<file path="config.mk">
export PLATFORM = sky130hd
export DESIGN_NAME = t_down_counter_mod_flat
export DESIGN_NICKNAME = d
export VERILOG_FILES = /design/src/rtl/counters_pkg.sv /design/src/rtl/t_down_counter_mod_if.sv /design/src/rtl/t_flip_flop.sv /design/src/rtl/t_down_counter_mod.sv /design/src/flat_wrapper.sv
export SDC_FILE = /design/constraint.sdc
export NUM_CORES = 1
export LEC_CHECK = 0
export BUFFER_PORTS_ARGS = -buffer_cell sky130_fd_sc_hd__buf_2
export CAP_MARGIN = 20
export CORE_AREA = 2 2 39 41
export DETAILED_ROUTE_END_ITERATION = 16
export DIE_AREA = 0 0 41 43
export SETUP_SLACK_MARGIN = 0.02
export SLEW_MARGIN = 5
export SYNTH_ARGS = -nofsm -noshare
export SYNTH_HDL_FRONTEND = slang
export SYNTH_SLANG_ARGS = --single-unit
</file>
<file path="constraint.sdc">
create_clock -name clk -period 2.1 [get_ports clk]
set_clock_uncertainty 0.2 [all_clocks]
set_input_delay 0.42 -clock clk [delete_from_list [all_inputs] [get_ports clk]]
set_output_delay 0.42 -clock clk [all_outputs]
set_load 0.01 [all_outputs]
</file>
<file path="src/rtl/counters_pkg.sv">
// -----------------------------------------------------------------------------
// counters_pkg
// Shared definitions for the T flip-flop counter family.
//   mod_legal()    : elaboration-time range check, 2 <= MOD <= 2**WIDTH
//   mod_max()      : terminal count MOD-1
//   clamp_to_max() : limit a load value to the terminal count
//   t_sel_e        : which toggle vector drives the T flip-flop chain
// -----------------------------------------------------------------------------
package counters_pkg;

  localparam int MIN_MOD   = 2;
  localparam int MAX_WIDTH = 31;

  typedef enum logic [1:0] {
    T_HOLD = 2'd0,  // no toggles, count holds
    T_LOAD = 2'd1,  // toggle towards the clamped load value
    T_WRAP = 2'd2,  // 0 -> MOD-1 reload
    T_DEC  = 2'd3   // borrow-ripple decrement
  } t_sel_e;

  function automatic bit mod_legal(input int width, input longint mod);
    return (width >= 1) && (width <= MAX_WIDTH) &&
           (mod >= longint'(MIN_MOD)) && (mod <= (longint'(1) << width));
  endfunction

  function automatic int unsigned mod_max(input int unsigned mod);
    return mod - 32'd1;
  endfunction

  function automatic int unsigned clamp_to_max(input int unsigned value,
                                               input int unsigned max);
    return (value > max) ? max : value;
  endfunction

endpackage

</file>
<file path="src/rtl/t_down_counter_mod_if.sv">
// -----------------------------------------------------------------------------
// t_down_counter_mod_if
// Control/status bundle of one down-counter stage.
//   en     : count enable                (master -> slave)
//   load   : synchronous load strobe     (master -> slave)
//   d      : load value, WIDTH bits      (master -> slave)
//   q      : current count               (slave -> master)
//   borrow : combinational cascade enable (slave -> master)
//   wrap   : registered wrap pulse       (slave -> master)
// -----------------------------------------------------------------------------
interface t_down_counter_mod_if #(
  parameter int WIDTH = 3
);
  logic             en;
  logic             load;
  logic [WIDTH-1:0] d;
  logic [WIDTH-1:0] q;
  logic             borrow;
  logic             wrap;

  modport master (output en, load, d, input q, borrow, wrap);
  modport slave  (input en, load, d, output q, borrow, wrap);
endinterface

</file>
<file path="src/rtl/t_flip_flop.sv">
// -----------------------------------------------------------------------------
// t_flip_flop
// Single toggle flip-flop: q inverts on a rising clk edge while t is high.
//   clk   : rising-edge clock
//   reset : asynchronous, active-high, clears q
//   t     : toggle enable
//   q     : stored bit
// -----------------------------------------------------------------------------
module t_flip_flop (
  input  logic clk,
  input  logic reset,
  input  logic t,
  output logic q
);

  // NOTE: clocked state uses non-blocking assignments so every flop samples
  // pre-edge values regardless of process evaluation order.
  always_ff @(posedge clk or posedge reset) begin
    if (reset)  q <= 1'b0;
    else if (t) q <= ~q;
  end

endmodule

</file>
<file path="src/rtl/t_down_counter_mod.sv">
// -----------------------------------------------------------------------------
// t_down_counter_mod
// Modulo-MOD down counter whose every state bit is a T flip-flop. Decrement,
// 0 -> MOD-1 reload and parallel load are all expressed as toggle vectors.
// Parameters: WIDTH (count bits), MOD (modulus, 2..2**WIDTH).
// Ports:
//   clk   : rising-edge clock
//   reset : asynchronous, active-high, clears count and wrap
//   bus   : slave side of t_down_counter_mod_if (en/load/d in,
//           q/borrow/wrap out); bus WIDTH must equal WIDTH here
// Priority at each edge: reset > load > en.
// -----------------------------------------------------------------------------
module t_down_counter_mod
  import counters_pkg::*;
#(
  parameter int WIDTH = 3,
  parameter int MOD   = 8
) (
  input  logic                  clk,
  input  logic                  reset,
  t_down_counter_mod_if.slave   bus
);

  if (!mod_legal(WIDTH, longint'(MOD))) begin : g_bad_mod
    $error("t_down_counter_mod: MOD=%0d outside 2..2**WIDTH (WIDTH=%0d)", MOD, WIDTH);
  end

  localparam logic [WIDTH-1:0] MAX_COUNT = WIDTH'(mod_max(MOD));

  logic [WIDTH-1:0] w_q;
  logic [WIDTH-1:0] w_t;
  logic [WIDTH-1:0] w_dec_t;
  logic [WIDTH-1:0] w_d_clamped;
  logic             w_q_zero;
  logic             w_wrap_now;
  t_sel_e           w_sel;
  logic             r_wrap;

  assign w_q_zero    = (w_q == '0);
  // Counting out of zero: this is both the reload condition and the borrow
  // handed to the next stage, so a load in the same cycle suppresses both.
  assign w_wrap_now  = bus.en & ~bus.load & w_q_zero;
  assign w_d_clamped = WIDTH'(clamp_to_max(32'(bus.d), 32'(MAX_COUNT)));

  // Borrow ripple: bit i toggles when every lower bit is zero.
  always_comb begin : p_dec_toggle
    logic low_bits_zero;
    // NOTE: every combinational output gets a default before any branch or
    // loop, so no path can leave it unassigned and infer a latch.
    low_bits_zero = 1'b1;
    w_dec_t       = '0;
    for (int i = 0; i < WIDTH; i++) begin
      w_dec_t[i]    = bus.en & low_bits_zero;
      low_bits_zero = low_bits_zero & ~w_q[i];
    end
  end

  always_comb begin : p_sel
    w_sel = T_HOLD;
    if (bus.load)        w_sel = T_LOAD;
    else if (w_wrap_now) w_sel = T_WRAP;
    else if (bus.en)     w_sel = T_DEC;
  end

  // A toggle vector of (current ^ target) lands the chain on target.
  always_comb begin : p_toggle
    w_t = '0;
    case (w_sel)
      T_LOAD:  w_t = w_q ^ w_d_clamped;
      T_WRAP:  w_t = w_q ^ MAX_COUNT;
      T_DEC:   w_t = w_dec_t;
      default: w_t = '0;
    endcase
  end

  for (genvar gi = 0; gi < WIDTH; gi++) begin : g_tff
    t_flip_flop u_tff (
      .clk   (clk),
      .reset (reset),
      .t     (w_t[gi]),
      .q     (w_q[gi])
    );
  end

  always_ff @(posedge clk or posedge reset) begin
    if (reset) r_wrap <= 1'b0;
    else       r_wrap <= w_wrap_now;
  end

  assign bus.q      = w_q;
  assign bus.borrow = w_wrap_now;
  assign bus.wrap   = r_wrap;

endmodule

</file>
<file path="src/flat_wrapper.sv">
// flat-port wrapper written by rule: the top's interface ports become plain ports
module t_down_counter_mod_flat import counters_pkg::*;
#(
  parameter int WIDTH = 3,
  parameter int MOD   = 8
)
  (clk, reset, bus_en, bus_load, bus_d, bus_q, bus_borrow, bus_wrap);
  t_down_counter_mod_if #(.WIDTH(WIDTH)) bus_i ();
  input  logic clk;
  input  logic reset;
  input wire logic [$bits(bus_i.en)-1:0] bus_en;
  input wire logic [$bits(bus_i.load)-1:0] bus_load;
  input wire logic [$bits(bus_i.d)-1:0] bus_d;
  output wire logic [$bits(bus_i.q)-1:0] bus_q;
  output wire logic [$bits(bus_i.borrow)-1:0] bus_borrow;
  output wire logic [$bits(bus_i.wrap)-1:0] bus_wrap;
  assign bus_i.en = bus_en;
  assign bus_i.load = bus_load;
  assign bus_i.d = bus_d;
  assign bus_q = bus_i.q;
  assign bus_borrow = bus_i.borrow;
  assign bus_wrap = bus_i.wrap;
  t_down_counter_mod #(.WIDTH(WIDTH), .MOD(MOD)) u_core (.clk(clk), .reset(reset), .bus(bus_i));
endmodule
</file>
### Word-level counts from Yosys, hierarchy flattened

Index checks and enable logic that the tools add are counted.

| cells by class | value |
|---|---|
| add/subtract/negate cells | 0 |
| $mul | 0 |
| divide/modulo/power cells | 0 |
| magnitude comparators | 0 |
| equal/unequal tests | 3 |
| shifts and indexed selects | 0 |
| mux-type cells | 4 |
| bitwise gates (word level) | 11 |
| reductions and logical operators | 1 |

Operators with widths:

| operator | count |
|---|---|
| $pmux W3 S3 | 1 |
| $mux W2 | 3 |
| $and A1 B1 Y1 | 5 |
| $eq A2 B2 Y1 const B | 2 |
| $not A1 Y1 | 4 |
| $logic_not A3 Y1 | 1 |
| $not A3 Y3 | 1 |
| $xor A3 B3 Y3 | 1 |
| $eq A2 B1 Y1 const B | 1 |

| storage, ports and cells | value |
|---|---|
| register bits after elaboration | 4 |
| bits in latches | 0 |
| bits in writable memories | 0 |
| bits in read-only memories | 0 |
| bits of input ports | 7 |
| output and inout port bits | 5 |
| logic and storage cells | 23 |
| memories kept | 0 |

### Longest topological paths before layout

| depth | value |
|---|---|
| depth after elaboration | 7 |
| mapped depth | 3 |
| mapped depth without buffers | 3 |

### By module

A second synthesis with hierarchy kept.

| second synthesis, totals | value |
|---|---|
| cells, all modules | 21 |
| area total of the unflattened synthesis | 220.2 um2 |

By module, submodules not included:

| module | instances | cells each | area an instance (um2) | sequential area each (um2) |
|---|---|---|---|---|
| t_flip_flop | 3 | 3 | 37.5 | 25.0 |
| t_down_counter_mod | 1 | 12 | 107.6 | 25.0 |

### Worst setup path before layout

Ideal clock, no wire load.

| timing | value |
|---|---|
| path type | reg2out |
| start point | reg u_core.g_tff[1].u_tff.q |
| end point | out bus_borrow |
| data arrival time | 0.867 ns |
| data required time | 1.480 ns |
| setup slack | 0.613 ns |
| cell stages (with the launch flop) | 3 |
| buffers on the path | 0 |
| path through | dfrtp_1 nor3b_2 nor3b_2 |

| between the ends | value |
|---|---|
| word-level cells in the longest chain between the ends | 2 |

RTL lines:

| item | RTL line | source |
|---|---|---|
| start, declared | t_flip_flop.sv:13 | `output logic q` |
| start signal, assigned | t_flip_flop.sv:20 | `else if (t) q <= ~q;` |
| $logic_not A3 Y1 | t_down_counter_mod.sv:39 | `assign w_q_zero = (w_q == '0);` |
| $and A1 B1 Y1 | t_down_counter_mod.sv:42 | `assign w_wrap_now = bus.en & ~bus.load & w_q_zero;` |
| end, declared | flat_wrapper.sv:15 | `output wire logic [$bits(bus_i.borrow)-1:0] bus_borrow;` |

Every way passes these cells.

### Worst setup path in the final report

Same ends and word-level chain as after synthesis.

==> results.sh <==
export IMPL_cts_sink_count=4
export IMPL_instances_no_fill=47
export IMPL_io_pins=12
export IMPL_grt_pass1_vias=151
export IMPL_synth_avg_cell_area_sq_um=11.00
export IMPL_synth_fp_nets=26
export IMPL_cts_resized=0
export IMPL_hp_class="primary input to flop"
export IMPL_holdPathStages=3
export IMPL_grt_pass1_wl_um=676
export IMPL_place_inst=43
export IMPL_nNetsFinal=40
export IMPL_cp_required_ns=1.48
export IMPL_power_leakage_nw=0.1483
export IMPL_ys_warn_count=0
export IMPL_post_cts_setup_buffers=0
export IMPL_crit_top_cell="nor3b_2"
export IMPL_critical_path_max_stage_delay_ns=0.40
export IMPL_grt_max_degree=8
export IMPL_dieHeight_um=43
export IMPL_cts_tree="yes"
export IMPL_drt_iter0_markers=2
export IMPL_status="finished clean"
export IMPL_start_util=0.1510
export IMPL_irDropWorstVdd_mv=0.3441
export IMPL_cts_root_buf="clkbuf_4"
export IMPL_antenna_cells=0
export IMPL_worstPathArrival_ns=1.26
export IMPL_setup_viol=0
export IMPL_grtUsageTotal=0.06667
export IMPL_wirelength_um=425
export IMPL_ff2ff_path_depth=3
export IMPL_worstSetupStartpointType="flop"
export IMPL_dp_slack_ns=0.3714
export IMPL_num_vias=169
export IMPL_crit_path_cell_trace="nor3b_2 -> nor3b_2 -> buf_2"
export IMPL_grt_setup_unrepaired="no"
export IMPL_crit_type="flop to output port"
export IMPL_drive_above_1_share=0.5161
export IMPL_cts_made_buffers=3
export IMPL_antenna_found_initial=0
export IMPL_io_buffers=11
export IMPL_gr_total_overflow=0
export IMPL_routabilityCongestion=0.6815
export IMPL_end_kind="output port"
export IMPL_yosysUniqueCellTypes=10
export IMPL_crit_slowest_cell="dfrtp_1"
export IMPL_core_area_sq_um=1384
export IMPL_ant_nets=0
export IMPL_period_minus_slack_ns=1.884
export IMPL_syn2layout_area_growth_pct=40.72
export IMPL_wl_per_cell_um=9.043
export IMPL_ctsHoldBuffers=1
export IMPL_num_rows=14
export IMPL_syn_area_sq_um=209.0
export IMPL_max_freq_ghz=0.5309
export IMPL_worstPathMaxFanout=3
export IMPL_synth_seq_area_share=0.4790
export IMPL_setup_ws_ns=0.2163
export IMPL_power_density_nw_per_um2=790.9
export IMPL_fp_dieArea_sq_um=1763
export IMPL_dieWidth_um=41
export IMPL_drc_errors=0
export IMPL_tightest_slew_ns=0.2000
export IMPL_clockBufferDepth=2
export IMPL_h_tree_depth=1
export IMPL_tns_ns=0
export IMPL_maxSlewViolCount=0
export IMPL_synthCells=19
export IMPL_period_share=0.8970
export IMPL_routed_via_density=3.596
export IMPL_drt_pass1_iter_count=2
export IMPL_finalHoldViolCount=0
export IMPL_max_slew_margin_rel=0.8661
export IMPL_cap_viol_max_count=0
export IMPL_path_clk_slew_ns=0.04
export IMPL_ys_ff_latch=4
export IMPL_insertion_delay_ns=0.24
[registers in the layout (all words and copies together), names as in the netlist]
register and count:
u_core.bus.wrap 1, u_core.g_tff.u_tff.q 3
[path summary, 6_finish.rpt]
| path | start | endpoint | slack (ns) |
|---|---|---|---|
| worst max register to register | u_core.g_tff[1].u_tff.q$_DFFE_PP0P_ | u_core.g_tff[2].u_tff.q$_DFFE_PP0P_ | 0.83 |
| worst min register to register | u_core.g_tff[2].u_tff.q$_DFFE_PP0P_ | u_core.bus.wrap$_DFF_PP0_ | 0.28 |
| min in group asynchronous | reset | u_core.g_tff[1].u_tff.q$_DFFE_PP0P_ | 0.40 |
| worst min-delay path | bus_d[0] | u_core.g_tff[0].u_tff.q$_DFFE_PP0P_ | 0.19 |
| max in group asynchronous | reset | u_core.bus.wrap$_DFF_PP0_ | 1.14 |
| worst max-delay path | u_core.g_tff[1].u_tff.q$_DFFE_PP0P_ | bus_borrow | 0.22 |
[critical path: cells and delay by family, from the launching register on]
kind	cells	cell delay, ns
buf+inv	1	0.17
flops	1	0.40
simple gates	2	0.46
[cell usage after synthesis]
cell	number	area [sq um]
nor3b_2	2	25.02
nor3b_1	1	7.510
buf_4	3	22.52
inv_1	1	3.750
xnor2_1	2	17.52
a211o_1	1	8.760
dfrtp_1	4	100.1
nand2_1	2	7.510
o21ai_0	2	10.01
nor2b_1	1	6.260
[where the power goes]
| group | internal (mW) | switching [mW] | total (mW) |
|---|---|---|---|
| clock network | 0.0639 | 0.0307 | 0.0946 |
| registers | 0.0860 | 0.00801 | 0.0941 |
| logic | 0.0237 | 0.0202 | 0.0439 |
[cell usage in the layout (no fill, tap or decap)]
master | netlist | routed
nor3b_2 | 2 | 2
inv_1 | 1 | 1
nor3b_1 | 1 | 1
xnor2_1 | 2 | 2
o21ai_0 | 2 | 2
a211o_1 | 1 | 1
nor2b_1 | 1 | 1
dlygate4sd3_1 | 0 | 1
nand2_1 | 2 | 2
clkbuf_4 | 0 | 3
dfrtp_1 | 4 | 4
buf_2 | 0 | 11
[metrics by stage]
| step | util | hold WS [ns] | instance area, sq um | total power [mW] |
|---|---|---|---|---|
| finish | 0.2125 | 0.1921 | 294.0 | 0.2325 |
| global route | 0.2125 | 0.1928 | 294.0 | 0.2522 |
| CTS | 0.2125 | 0.1882 | 294.0 | 0.2375 |
| detailed placement | 0.1890 | 0.1080 | 261.5 | 0.1381 |
| global placement | 0.1890 | 0.1078 | 261.5 | 0.1376 |
| floorplan | - | -0.01392 | 209.0 | 0.1283 |
[kinds of logic (layout without fill, tap and decap cells)]
family | after synthesis | after routing | synth area share
buf+inv | 4 | 16 | 0.1257
flops | 4 | 4 | 0.4791
simple gates | 6 | 6 | 0.2216
xor+xnor | 2 | 2 | 0.08385
compound gates | 3 | 3 | 0.08983
[routing by layer]
layer,GRT usage,share of wire
met2,0.07813,0.40
met3,0.06283,0.15
met1,0.07541,0.45
met5,0,0
met4,0.04000,0
[layout make-up]
cell class,count,area (sq um)
fill,154,1090
multi-input combinational,11,82.58
tap,16,20.02
inverter,1,3.754
timing repair buffer,12,65.06
clock buffer,3,22.52
sequential,4,100.1
(Power assumes the default switching activity.)
